$ cat config.mk
export PLATFORM = sky130hd
export DESIGN_NAME = conv_relu_pool_layer1
export DESIGN_NICKNAME = d
export VERILOG_FILES = /design/src/rtl/cnn_l1_pkg.sv /design/src/rtl/conv_relu_pool_layer1_mac.sv /design/src/rtl/conv_relu_pool_layer1.sv
export SDC_FILE = /design/constraint.sdc
export NUM_CORES = 1
export LEC_CHECK = 0
export ABC_AREA = 0
export CAP_MARGIN = 20
export CORE_ASPECT_RATIO = 0.6
export CORE_MARGIN = 2
export CORE_UTILIZATION = 40
export CTS_BUF_LIST = sky130_fd_sc_hd__clkbuf_16
export CTS_CLUSTER_DIAMETER = 30
export CTS_CLUSTER_SIZE = 12
export DETAILED_ROUTE_END_ITERATION = 8
export PLACE_DENSITY = 0.63
export SYNTH_ARGS = -nofsm -noshare
export SYNTH_HDL_FRONTEND = slang
export SYNTH_SLANG_ARGS = --single-unit
$ cat constraint.sdc
create_clock -name clk -period 3.1 [get_ports clk]
set_input_delay 0.465 -clock clk [delete_from_list [all_inputs] [get_ports clk]]
set_output_delay 0.465 -clock clk [all_outputs]
set_load 0.05 [all_outputs]
$ cat src/rtl/cnn_l1_pkg.sv
// -----------------------------------------------------------------------------
// cnn_l1_pkg
// Shared definitions for the layer-1 conv/ReLU/max-pool datapath of the 1-D
// CNN ECG classifier. The package contains:
//   - the layer geometry,
//   - the sample, window and channel-vector types,
//   - the fixed kernel coefficients W (Q1.6) and biases B (output LSBs),
//   - helpers for sign extension and saturation to int8.
// Trained coefficients replace W/B later and keep the same format.
// -----------------------------------------------------------------------------
package cnn_l1_pkg;

    localparam int DATA_W = 8;   // sample / weight / output width
    localparam int KERNEL = 5;   // taps per kernel
    localparam int N_CH   = 4;   // output channels
    localparam int POOL   = 5;   // conv results per pooled output
    localparam int FRAC   = 6;   // fractional bits of the weights (64 = 1.0)

    // The full 8x8 product plus growth for KERNEL terms, and one spare bit
    // so that adding the bias can never wrap.
    localparam int ACC_W  = 2 * DATA_W + $clog2(KERNEL) + 1;
    localparam int CNT_W  = $clog2(POOL);

    typedef logic signed [DATA_W-1:0] sample_t;
    typedef sample_t [KERNEL-1:0]     window_t;   // [0] = oldest sample
    typedef sample_t [N_CH-1:0]       chvec_t;
    typedef logic signed [ACC_W-1:0]  acc_t;

    localparam sample_t W [N_CH][KERNEL] = '{
        '{ 8'sd64,  8'sd0,  8'sd0,  8'sd0,  8'sd0},  // identity of oldest
        '{-8'sd64,  8'sd0,  8'sd0,  8'sd0,  8'sd0},  // negated oldest
        '{ 8'sd16,  8'sd16, 8'sd16, 8'sd16, 8'sd16}, // sum / 4
        '{ 8'sd0,   8'sd0,  8'sd64, 8'sd0,  8'sd0}   // centre sample
    };

    localparam sample_t B [N_CH] = '{8'sd0, 8'sd0, 8'sd0, -8'sd1};

    function automatic acc_t sext(input sample_t x);
        return acc_t'(x);
    endfunction

    function automatic sample_t sat8(input acc_t v);
        if (v > acc_t'(127)) begin
            return sample_t'(127);
        end else if (v < acc_t'(-128)) begin
            return sample_t'(-128);
        end else begin
            return v[DATA_W-1:0];
        end
    endfunction

endpackage

$ cat src/rtl/conv_relu_pool_layer1_mac.sv
// -----------------------------------------------------------------------------
// conv_mac_ch
// One channel of the layer-1 convolution. This block is purely
// combinational; the parent module registers its output. It computes a
// 5-tap signed MAC against the channel's kernel. The sum is floored by an
// arithmetic shift of FRAC bits, the integer bias is added, and the result
// is saturated to int8.
// Parameters:
//   CH     channel index that selects W[CH] / B[CH]
// Ports:
//   i_win  input window, element 0 = oldest sample
//   o_y    saturated pre-activation result for this channel
// -----------------------------------------------------------------------------
module conv_mac_ch
    import cnn_l1_pkg::*;
#(
    parameter int CH = 0
) (
    input  window_t i_win,
    output sample_t o_y
);

    acc_t w_acc;
    acc_t w_biased;

    // NOTE: every signal written in always_comb is given a value before the
    // loop, so no path leaves it unassigned and no latch is inferred.
    always_comb begin
        w_acc = '0;
        for (int k = 0; k < KERNEL; k++) begin
            w_acc = w_acc + sext(i_win[k]) * sext(W[CH][k]);
        end
    end

    // >>> on a signed operand rounds toward minus infinity (floor).
    assign w_biased = (w_acc >>> FRAC) + sext(B[CH]);
    assign o_y      = sat8(w_biased);

endmodule

$ cat src/rtl/conv_relu_pool_layer1.sv
// -----------------------------------------------------------------------------
// conv_relu_pool_layer1
// Streaming first layer of the ECG CNN, organised as three stages:
//   - Convolution: each accepted window is convolved with N_CH fixed kernels,
//     and the results are registered one cycle later.
//   - ReLU: applied combinationally to the conv registers.
//   - Max-pool: each channel takes the maximum over POOL consecutive conv
//     results, with stride POOL.
// Ports:
//   clk        rising-edge clock
//   rst        asynchronous active-low reset
//   clr        synchronous group restart; a window in the same cycle becomes
//              the first window of the new group
//   in_valid   a window is present this cycle
//   in_win     KERNEL signed samples, element 0 = oldest
//   out_ch     pooled ReLU outputs (0..127), held between pulses
//   out_valid  one-cycle pulse marking a new out_ch
// -----------------------------------------------------------------------------
module conv_relu_pool_layer1
    import cnn_l1_pkg::*;
(
    input  logic    clk,
    input  logic    rst,
    input  logic    clr,
    input  logic    in_valid,
    input  window_t in_win,
    output chvec_t  out_ch,
    output logic    out_valid
);

    sample_t          w_conv_next [N_CH];
    sample_t          w_relu      [N_CH];
    sample_t          w_merge     [N_CH];
    logic             w_last;

    sample_t          r_conv      [N_CH];
    logic             r_conv_valid;
    sample_t          r_max       [N_CH];
    logic [CNT_W-1:0] r_count;
    chvec_t           r_out;
    logic             r_out_valid;

    for (genvar c = 0; c < N_CH; c++) begin : g_ch
        conv_mac_ch #(.CH(c)) u_mac (
            .i_win (in_win),
            .o_y   (w_conv_next[c])
        );
    end

    // w_merge is the running max after the current conv result has been
    // folded in. The first result of a group replaces the stale maximum, so
    // the maximum from one group never leaks into the next.
    always_comb begin
        w_last = (r_count == CNT_W'(POOL - 1));
        for (int c = 0; c < N_CH; c++) begin
            w_relu[c]  = r_conv[c][DATA_W-1] ? '0 : r_conv[c];
            w_merge[c] = ((r_count == '0) || (w_relu[c] > r_max[c]))
                         ? w_relu[c] : r_max[c];
        end
    end

    // NOTE: all state here, including the small per-channel arrays, is made
    // of flops and is cleared on reset, so a group aborted by rst cannot
    // produce a partial output.
    // NOTE: sequential state is updated only with non-blocking assignments,
    // so every read in this block sees the value from before the edge.
    always_ff @(posedge clk or negedge rst) begin
        if (!rst) begin
            r_conv_valid <= 1'b0;
            r_count      <= '0;
            r_out        <= '0;
            r_out_valid  <= 1'b0;
            for (int c = 0; c < N_CH; c++) begin
                r_conv[c] <= '0;
                r_max[c]  <= '0;
            end
        end else begin
            r_out_valid  <= 1'b0;
            r_conv_valid <= in_valid;
            if (in_valid) begin
                for (int c = 0; c < N_CH; c++) begin
                    r_conv[c] <= w_conv_next[c];
                end
            end

            if (clr) begin
                // The conv result registered before this edge is dropped,
                // because it is not folded into the pool.
                r_count <= '0;
                for (int c = 0; c < N_CH; c++) begin
                    r_max[c] <= '0;
                end
            end else if (r_conv_valid) begin
                if (w_last) begin
                    r_count     <= '0;
                    r_out_valid <= 1'b1;
                    for (int c = 0; c < N_CH; c++) begin
                        r_out[c] <= w_merge[c];
                    end
                end else begin
                    r_count <= r_count + CNT_W'(1);
                    for (int c = 0; c < N_CH; c++) begin
                        r_max[c] <= w_merge[c];
                    end
                end
            end
        end
    end

    assign out_ch    = r_out;
    assign out_valid = r_out_valid;

endmodule

==> results of run 1 <==
==> cell usage after synthesis, drive strengths merged, types with 4 or more instances <==
master / number / share of area
fa: 19 / 0.059
nand4: 5 / 0.0048
nand2b: 27 / 0.026
nor2: 26 / 0.015
o21ai: 71 / 0.055
a32o: 5 / 0.0077
a211oi: 5 / 0.0066
nand2: 64 / 0.037
inv: 92 / 0.053
and3: 4 / 0.0046
nor3: 5 / 0.0039
o21a: 13 / 0.015
mux2: 11 / 0.019
xor2: 5 / 0.0068
xnor2: 14 / 0.019
a21o: 8 / 0.0095
o22ai: 4 / 0.0058
or3: 6 / 0.0058
ha: 51 / 0.098
o31ai: 4 / 0.0068
mux2i: 12 / 0.019
clkbuf: 16 / 0.0093
and2: 12 / 0.012
a21oi: 64 / 0.050
nor2b: 15 / 0.014
a221o: 5 / 0.0077
dfrtp: 101 / 0.39
nand3: 7 / 0.0054
==> per-layer routing <==
| layer | vias up | track usage |
|---|---|---|
| li1 | 2654 | - |
| met4 | 0 | 0.03382 |
| met3 | 9 | 0.03301 |
| met2 | 124 | 0.3071 |
| met5 | - | 0 |
| met1 | 2613 | 0.2864 |
==> per-stage QoR <==
stage                     hold slack [ps]  worst slack (ps)
after floorplan                     169.4             -1730
after global placement              464.8             -2458
after detailed placement            469.9             -2537
after CTS                           202.3             -1693
after global routing                238.4             -1846
final                               181.9             -1676
==> worst max-delay path by stage <==
stage | startpoint | end | slack [ps] | cells after the start
floorplan | in_win[9] | r_conv[11] | -1730 | 22
detailed placement | in_win[9] | r_conv[12] | -2540 | 23
global placement | in_win[9] | r_conv[11] | -2460 | 23
global route | in_win[9] | r_conv[12] | -1850 | 23
finish | in_win[9] | r_conv[12] | -1680 | 23
CTS | in_win[17] | r_conv[12] | -1690 | 23
==> power by group <==
group | leakage, nW | switching [mW] | internal [mW]
Combinational | 2.41 | 1.48 | 1.40
Sequential | 1.32 | 0.114 | 1.48
Clock | 0.144 | 0.481 | 0.621
Total | 3.87 | 2.08 | 3.50
==> critical path, stage by stage <==
cell and delay (ps):
buf_8 80, inv_8 20, fa_1 540, inv_2 50, ha_4 150, inv_2 50, fa_2 220, inv_2 40
a21oi_2 130, o21bai_1 100, a21o_1 160, a21o_1 180, a2111oi_2 290, a21oi_1 100, fa_1 540, inv_2 70
ha_4 270, inv_2 30, or3_1 300, a211o_2 320, and3_4 150, o31a_1 350, a221o_1 350
==> layout make-up <==
cell class	instances	area [sq um]	area share
Timing Repair Buffer	146	1285	0.1529
Multi-Input combinational cell	488	3684	0.4384
Clock buffer	9	225.2	0.02680
Tap cell	203	254.0	0.03023
Sequential cell	101	2527	0.3008
Inverter	93	361.6	0.04303
Clock inverter	7	66.31	0.007892
==> layout by cell type (no fill, tap or decap), drive strengths merged, types with 19 or more instances in the layout <==
master / instances
a21oi: 64
buf: 74
clkdlybuf4s50: 57
dfrtp: 101
fa: 19
ha: 51
inv: 95
nand2: 64
nand2b: 27
nor2: 26
o21ai: 71
==> cells by family after synthesis <==
family,share of synthesized area
mux,0.03763
xor+xnor,0.02567
buf+inv,0.06387
simple gates,0.1370
fa+ha+maj,0.1571
compound gates,0.1889
flops,0.3898
==> flip-flops by register name (all words and copies together), names as in the netlist <==
register	cells
out_ch	32
r_conv	32
r_max	32
r_count	3
out_valid	1
r_conv_valid	1
==> repair_timing <==
action	4_1_cts	5_1_grt
endpoints found under the setup margin	8	8
cloned	0	0
pin swaps	24	15
hold endpoints to repair	0	0
setup buffers	5	1
resized for setup	52	11
==> impl_metrics.csv, run 1 <==
group,metric,value,unit
timing,rsz0062_at_grt,"yes",
route,drc,0,
synth,synth-async-reset-ratio,1.000,
timing,slew_headroom,0.4691,
grt,grt_max_degree,62,
placement,dp_hpwl,12.90,mm
critical_path,path_max_fanout,6,
grt,grt_pass1_vias,5399,
synth,ys.flop_type,"dfrtp_1",
cts,htreeDepth,3,
synth,ys_types,55,
timing,clock_skew,7.415,ps
route,dr.pass1.iters,5,
timing,setup_slack,-1676,ps
cells_and_area,drive_above_1_share,0.1718,
pwr,p_leak,3.874,nW
timing,finalCritPeriodShare,1.541,
synth,avgSynthCellArea,9.276,sq um
placement,gp_congestion,0.8729,
route,wl_met2,6.835,mm
cts,cts.sinks,101,
route,ant_nets,0,
pwr,power,5.578,mW
floorplanning,pin_count,77,
floorplanning,placeableCoreArea,15590,sq um
cells_and_area,final_nets,953,
placement,portBuffers,76,
timing,tns,-12600,ps
critical_path,r2r-start,"r_conv[15]",
floorplanning,initial_core_util,0.4159,
synth,syn_inst,699,
run_status,status,"finished, violations left",
cts,holdBufCountCts,0,
min_path,hp-class,"input pin to asynchronous set/reset pin",
synth,synth_area,6484,sq um
floorplanning,die_x,168.4,microns
critical_path,r2r-end,"out_ch[20]",
floorplanning,row_count,35,
synth,synth_edf_count,0,
synth,ys_warn_count,0,
route,first_iter_violations,396,
pwr,power_density,663.8,nW/um^2
cells_and_area,final_util,0.5390,
cells_and_area,finalInstanceArea,8403,sq um
timing,max_freq,0.2094,GHz
critical_path,r2r_slack,370,ps
placement,dpl.cell_count,1025,
timing,fin_crit,4776,ps
critical_path,worstPathArrival,4990,ps
critical_path,critical_path_class,"input pin to flip-flop",
cts,clock_path_buffers,2,
critical_path,cp.required,3320,ps
grt,grt_pass1_wl,26.84,mm
run,drv_cap,0,
cells_and_area,nFillCells,1413,
synth,syn-num-nets,813,
synth,ys_seq_area_frac,0.3898,
critical_path,rr_worst_depth,11,
cts,cts.clk_slew.worst_paths,70,ps
critical_path,crit_path_end_kind,"flip-flop",
route,met1Wirelength,8.525,mm
cts,cts-root-buf,"clkbuf_16",
timing,hold_viol,0,
cts,clock_latency,340,ps
synth,yosys_register_bits,101,
cells_and_area,syn_to_final_growth,29.60,%
floorplanning,fp.dieH,102.6,microns
floorplanning,dieArea,17280,sq um
cts,cts_buffers,9,
grt,track_usage,0.1944,
grt,antenna_found_initial,0,
cts,cts_tree,"built",
run_status,violations,"negative setup slack",
route,routedWlPerCell,15.39,microns
grt,grt_overflow,0,
placement,placed_area,7978,sq um
timing,setup_violations,8,
route,vias_per_cell,5.158,
critical_path,cp-start-kind,"input pin",
cells_and_area,layout.cells.non_filler,1047,
route,met3_length,670,microns
route,vias,5400,
route,top_layer_used,"met4",
pwr,vdd_drop_max,261.1,uV
timing,maxSlewViolCount,0,
cells_and_area,num_antenna_cells,0,
timing,worst_slew_pin_slew,788.0,ps
route,wl,16.11,mm
(Power assumes the default switching activity.)
==> run 2, diff against run 1 <==
Settings changed: PLACE_DENSITY 0.63 to default, PLACE_DENSITY_LB_ADDON from default to 0.3, TNS_END_PERCENT from default to 10.
==> run 2 against run 1 <==
First-iteration DRC count decreased by 16%. The run still ends with negative setup slack left. Non-clock buffer count increased by 4. Fmax increased by 1.1%. Sequential share of layout area decreased by 0.24 points. Final cell count increased by 0.19%. Critical path depth unchanged.
==> impl_metrics.csv, run 2 (synthesis gave the netlist of run 1 again) <==
group,metric,value,unit
run_status,status,"finished, violations left",
run_status,violations,"negative setup slack",
cts,clock_path_buffers,2,
cts,clock_latency,350,ps
cells_and_area,final_nets,957,
cells_and_area,syn_to_final_growth,30.64,%
grt,grt_pass1_wl,27.31,mm
route,ant_nets,0,
timing,setup_slack,-1624,ps
timing,setup_violations,8,
pwr,switching_power,2.163,mW
pwr,clkPwrFrac,0.189,
cts,cts_tree,"built",
placement,dp_hpwl,12.86,mm
floorplanning,initial_core_util,0.4159,
critical_path,worst_path_most_repeated_cell,"inv_2",
timing,rsz0062_at_grt,"yes",
placement,portBuffers,76,
cells_and_area,seqCellArea,2527,sq um
floorplanning,row_count,35,
grt,grt_pass1_vias,5484,
route,routedWlPerCell,15.34,microns
critical_path,path_max_fanout,6,
timing,hold_slack,128.3,ps
cells_and_area,multi_input_area,3736,sq um
pwr,p_leak,3.885,nW
route,wl,16.09,mm
grt,track_usage,0.1980,
pwr,p_seq_frac,0.275,
floorplanning,dieArea,17280,sq um
timing,slew_headroom,0.5306,
cells_and_area,layout_common_cells,"dfrtp_1, inv_1, buf_4, o21ai_0, nand2_1",
cts,cts-root-buf,"clkbuf_16",
pwr,vdd_drop_max,345.3,uV
critical_path,worstPathArrival,4940,ps
placement,gp_congestion,0.8667,
cells_and_area,drive_above_1_share,0.1820,
pwr,switching_share,0.3745,
min_path,hp-class,"input pin to asynchronous set/reset pin",
route,drc,0,
critical_path,worstPathCellList,"buf_8 > inv_6 > fa_1 > inv_1 > ha_2 > inv_2 > fa_2 > inv_2 > a21oi_2 > o21bai_1 > a21o_1 > a21o_1 > a2111oi_4 > a21oi_2 > fa_1 > inv_2 > ha_4 > inv_2 > or3_1 > a211o_2 > and3_4 > o31a_1 > a221o_1",
floorplanning,placeableCoreArea,15590,sq um
timing,clock_skew,7.340,ps
critical_path,cp.required,3320,ps
route,vias_per_cell,5.131,
pwr,power.internal,3.614,mW
grt,grt_overflow,0,
timing,maxSlewViolCount,0,
critical_path,critPathMaxStageDelay,530,ps
route,first_iter_violations,332,
cells_and_area,nFillCells,1411,
critical_path,slowest_stage,"fa_1",
cts,cts.sinks,101,
cells_and_area,mostFrequentLayoutCell,"dfrtp_1",
timing,tns,-12150,ps
floorplanning,die_x,168.4,microns
route,vias,5382,
run,drv_cap,0,
timing,finalCritPeriodShare,1.524,
timing,worst_slew_pin_slew,696.7,ps
critical_path,cp-start-kind,"input pin",
floorplanning,fp.dieH,102.6,microns
timing,fin_crit,4724,ps
cts,holdBufCountCts,0,
cts,cts.clk_slew.worst_paths,70,ps
cts,cts_buffers,9,
cts,htreeDepth,3,
floorplanning,pin_count,77,
pwr,power_density,682.1,nW/um^2
grt,antenna_found_initial,0,
timing,max_freq,0.2117,GHz
route,dr.pass1.iters,5,
critical_path,critical_path_class,"input pin to flip-flop",
timing,hold_viol,0,
critical_path,crit_path_end_kind,"flip-flop",
pwr,power_frac_comb,0.536,
grt,grt_max_degree,62,
cells_and_area,num_antenna_cells,0,
## run 2: critical path, delay by kind of cell
family,cells,cell delay [ps]
buffers and inverters,7,360
and+or+nand+nor,2,490
AOI/OAI and AO/OA,9,1920
adders and majority gates,5,1680
## run 2: area by class of cell
| type | instances | area share |
|---|---|---|
| clock inverter | 5 | 0.006352 |
| sequential | 101 | 0.2984 |
| clock buffer | 9 | 0.02659 |
| timing repair buffer | 150 | 0.1547 |
| inverter | 93 | 0.04298 |
| multi-input combinational | 488 | 0.4411 |
| tap | 203 | 0.02999 |
## run 2: path summary, 6_finish.rpt
kind / end / slack (ps) / startpoint / depth (start not counted)
max: r_conv[11] / -1620 / in_win[17] / 23
min: out_ch[7] / 130 / rst / 1
max reg2reg: out_ch[25] / 300 / r_conv[7] / 8
min reg2reg: out_ch[29] / 480 / out_ch[29] / 2
max in group asynchronous: r_conv[25] / 2240 / rst / 2
min in group clk: r_conv[25] / 380 / in_win[1] / 2
## run 2: power by group through the flow
stage / combinational [mW] / sequential [mW] / clock [mW]
after global routing: 3.39 / 1.61 / 1.17
after detailed placement: 2.77 / 1.61 / 0
after global placement: 2.64 / 1.61 / 0
final: 3.10 / 1.59 / 1.09
after floorplan: 1.70 / 1.67 / 0
after CTS: 3.00 / 1.59 / 1.12
## run 2: what timing repair did
item                                    4_1_cts  5_1_grt
pin swaps                                    25       10
endpoints found under the hold margin         0        0
endpoints found under the setup margin        8        8
resized for setup                            60       15
buffers inserted                              7        0
## run 2: metrics by stage
stage	util	area [sq um]	setup slack [ps]	instances	power, mW
after floorplan	-	6533	-1731	699	3.369
after detailed placement	0.5132	8000	-2520	1028	4.381
after global placement	0.5132	8000	-2438	1028	4.249
after CTS	0.5408	8431	-1693	1049	5.712
after global routing	0.5433	8471	-1796	1049	6.176
final	0.5433	8471	-1624	1049	5.777
## run 2: layer usage
layer | GRT usage | up-vias | part of all wire
met1 | 0.2978 | 2583 | 0.54
li1 | - | 2672 | -
met5 | 0 | - | 0
met4 | 0.03780 | 0 | 0.0066
met3 | 0.03378 | 13 | 0.039
met2 | 0.3033 | 114 | 0.42
==> run 3, diff against run 2 <==
--- a/config.mk
+++ b/config.mk
@@ -13,3 +13,2 @@
 export CTS_BUF_LIST = sky130_fd_sc_hd__clkbuf_16
-export CTS_CLUSTER_DIAMETER = 30
 export CTS_CLUSTER_SIZE = 12
==> constraint.sdc (replaced) <==
create_clock -name clk -period 5.67 [get_ports clk]
set_input_delay 0.8505 -clock clk [delete_from_list [all_inputs] [get_ports clk]]
set_output_delay 0.8505 -clock clk [all_outputs]
set_load 0.005 [all_outputs]
==> run 3 against run 2 <==
The run now ends clean. Die area unchanged. First-iteration DRC count decreased by 8.7%. Sequential share of layout area increased by 0.96 points. Utilization decreased by 1.7 points. Critical path depth decreased by 4. Clock skew increased by 4.9 ps. Combinational power decreased by 53%. Non-clock buffer count decreased by 25. Sequential cell count unchanged. Clock power decreased by 41%. Routed wire length decreased by 4.1%. Critical endpoint unchanged.
==> impl_metrics.csv, run 3 (synthesis gave the netlist of run 1 again) <==
group,metric,value,unit
run_status,status,"complete, no violations",
run,drv_cap,0,
placement,placed_area,7774,sq um
cts,holdBufCountCts,0,
critical_path,worstPathCellList,"clkdlybuf4s50_1 > fa_1 > buf_4 > ha_1 > a21o_1 > a21oi_1 > o21bai_1 > a21oi_2 > o21ai_0 > xnor2_1 > fa_1 > inv_1 > ha_1 > and3_4 > a31o_2 > a31o_2 > and3_4 > o31a_1 > a221o_1",
placement,portBuffers,76,
critical_path,critPathMaxStageDelay,560,ps
pwr,power,2.954,mW
critical_path,worstPathArrival,5690,ps
timing,hold_viol,0,
cts,clock_path_buffers,2,
route,drc,0,
grt,antenna_found_initial,0,
floorplanning,die_x,168.4,microns
cells_and_area,mostFrequentLayoutCell,"dfrtp_1",
critical_path,rr_worst_depth,10,
critical_path,cp.required,5900,ps
critical_path,worstSetupStartpoint,"in_win[18]",
cells_and_area,multi_input_area,3628,sq um
route,vias_per_cell,5.050,
grt,grt_overflow,0,
placement,gp_congestion,0.8127,
route,first_iter_violations,303,
critical_path,cp-start-kind,"input pin",
cts,cts_tree,"built",
cells_and_area,finalInstanceArea,8205,sq um
cts,htreeDepth,3,
cts,cts.clk_slew.worst_paths,70,ps
critical_path,crit_path_end_kind,"flip-flop",
floorplanning,pin_count,77,
placement,dp_hpwl,11.96,mm
pwr,power_density,360.0,nW/um^2
cells_and_area,final_util,0.5263,
route,ant_nets,0,
route,routedWlPerCell,15.03,microns
critical_path,r2r_slack,2980,ps
pwr,vdd_drop_max,187.2,uV
critical_path,r2r-end,"out_ch[16]",
min_path,hold_start,"out_ch[24]",
timing,slew_headroom,0.3962,
floorplanning,fp.dieH,102.6,microns
cells_and_area,syn_to_final_growth,26.55,%
critical_path,path_max_fanout,6,
timing,max_freq,0.1830,GHz
cts,cts_buffers,9,
timing,finalCritPeriodShare,0.9636,
pwr,p_leak,3.775,nW
cells_and_area,drive_above_1_share,0.1264,
timing,setup_violations,0,
timing,maxSlewViolCount,0,
cts,cts-root-buf,"clkbuf_16",
min_path,hp-class,"flip-flop to flip-flop",
timing,worst_slew_pin_slew,903.9,ps
grt,grt_pass1_wl,25.67,mm
route,dr.pass1.iters,5,
timing,clock_skew,12.22,ps
critical_path,slowest_stage,"clkdlybuf4s50_1",
timing,hold_slack,478.2,ps
cells_and_area,seqCellArea,2527,sq um
cells_and_area,layout_common_cells,"dfrtp_1, inv_1, o21ai_0, clkdlybuf4s50_1, nand2_1",
floorplanning,placeableCoreArea,15590,sq um
cts,cts.sinks,101,
cts,clock_latency,350,ps
grt,grt_max_degree,62,
critical_path,critical_path_class,"input pin to flip-flop",
cells_and_area,num_antenna_cells,0,
cells_and_area,nFillCells,1434,
floorplanning,dieArea,17280,sq um
route,wl,15.43,mm
floorplanning,row_count,35,
grt,track_usage,0.1885,
cells_and_area,final_nets,932,
floorplanning,initial_core_util,0.4159,
critical_path,crit_path_end,"r_conv[11]",
critical_path,r2r-start,"r_conv[15]",
route,vias,5181,
timing,fin_crit,5463,ps
grt,grt_pass1_vias,4911,
==> run 3: metal layers <==
layer  global-route usage  up-vias  share of wire
met2               0.2599      108           0.38
met4              0.03117        0         0.0063
met3              0.03455       10          0.048
met5                    0        -              0
li1                     -     2626              -
met1               0.3058     2437           0.57
==> run 3: repair_timing <==
| item | in CTS | in global routing |
|---|---|---|
| buffers inserted | 0 | 2 |
| cloned | 0 | 0 |
| setup endpoints to repair | 7 | 7 |
| gates resized for setup | 5 | 18 |
| hold endpoints to repair | 0 | 0 |
| pin swaps | 1 | 15 |
==> run 3: layout make-up <==
class / count / area share
inverter: 93 / 0.04254
clock inverter: 7 / 0.009759
multi-input combinational: 488 / 0.4422
tap: 203 / 0.03095
timing repair buffer: 125 / 0.1391
clock buffer: 9 / 0.02745
sequential: 101 / 0.3080
==> run 3: worst min path at each step <==
stage | to | slack [ps] | cells past startpoint
floorplan | r_conv[0] | 450 | 2
global placement | out_ch[30] | 460 | 2
detailed placement | out_ch[24] | 470 | 2
CTS | out_ch[24] | 490 | 2
global route | out_ch[24] | 500 | 2
finish | out_ch[24] | 480 | 2
==> run 3: metrics by stage <==
step	std cells	setup slack, ps	TNS, ps
5_1_grt	1026	-0.8464	-0.8464
6_report	1026	206.7	0
2_1_floorplan	699	255.6	0
4_1_cts	1022	32.42	0
3_3_place_gp	1006	-406.0	-2652
3_5_place_dp	1006	-560.5	-3902
==> run 3: power breakdown <==
| group | leakage, nW | switching [mW] | internal [mW] |
|---|---|---|---|
| sequential | 1.32 | 0.0579 | 0.807 |
| clock | 0.154 | 0.289 | 0.349 |
| combinational | 2.30 | 0.741 | 0.710 |
| total | 3.77 | 1.09 | 1.87 |
==> run 3: critical path, delay by kind of cell <==
family | cells | cell delay [ps]
simple gates | 2 | 360
xor+xnor | 1 | 160
buf+inv | 3 | 750
compound gates | 9 | 1970
fa+ha+maj | 4 | 1580
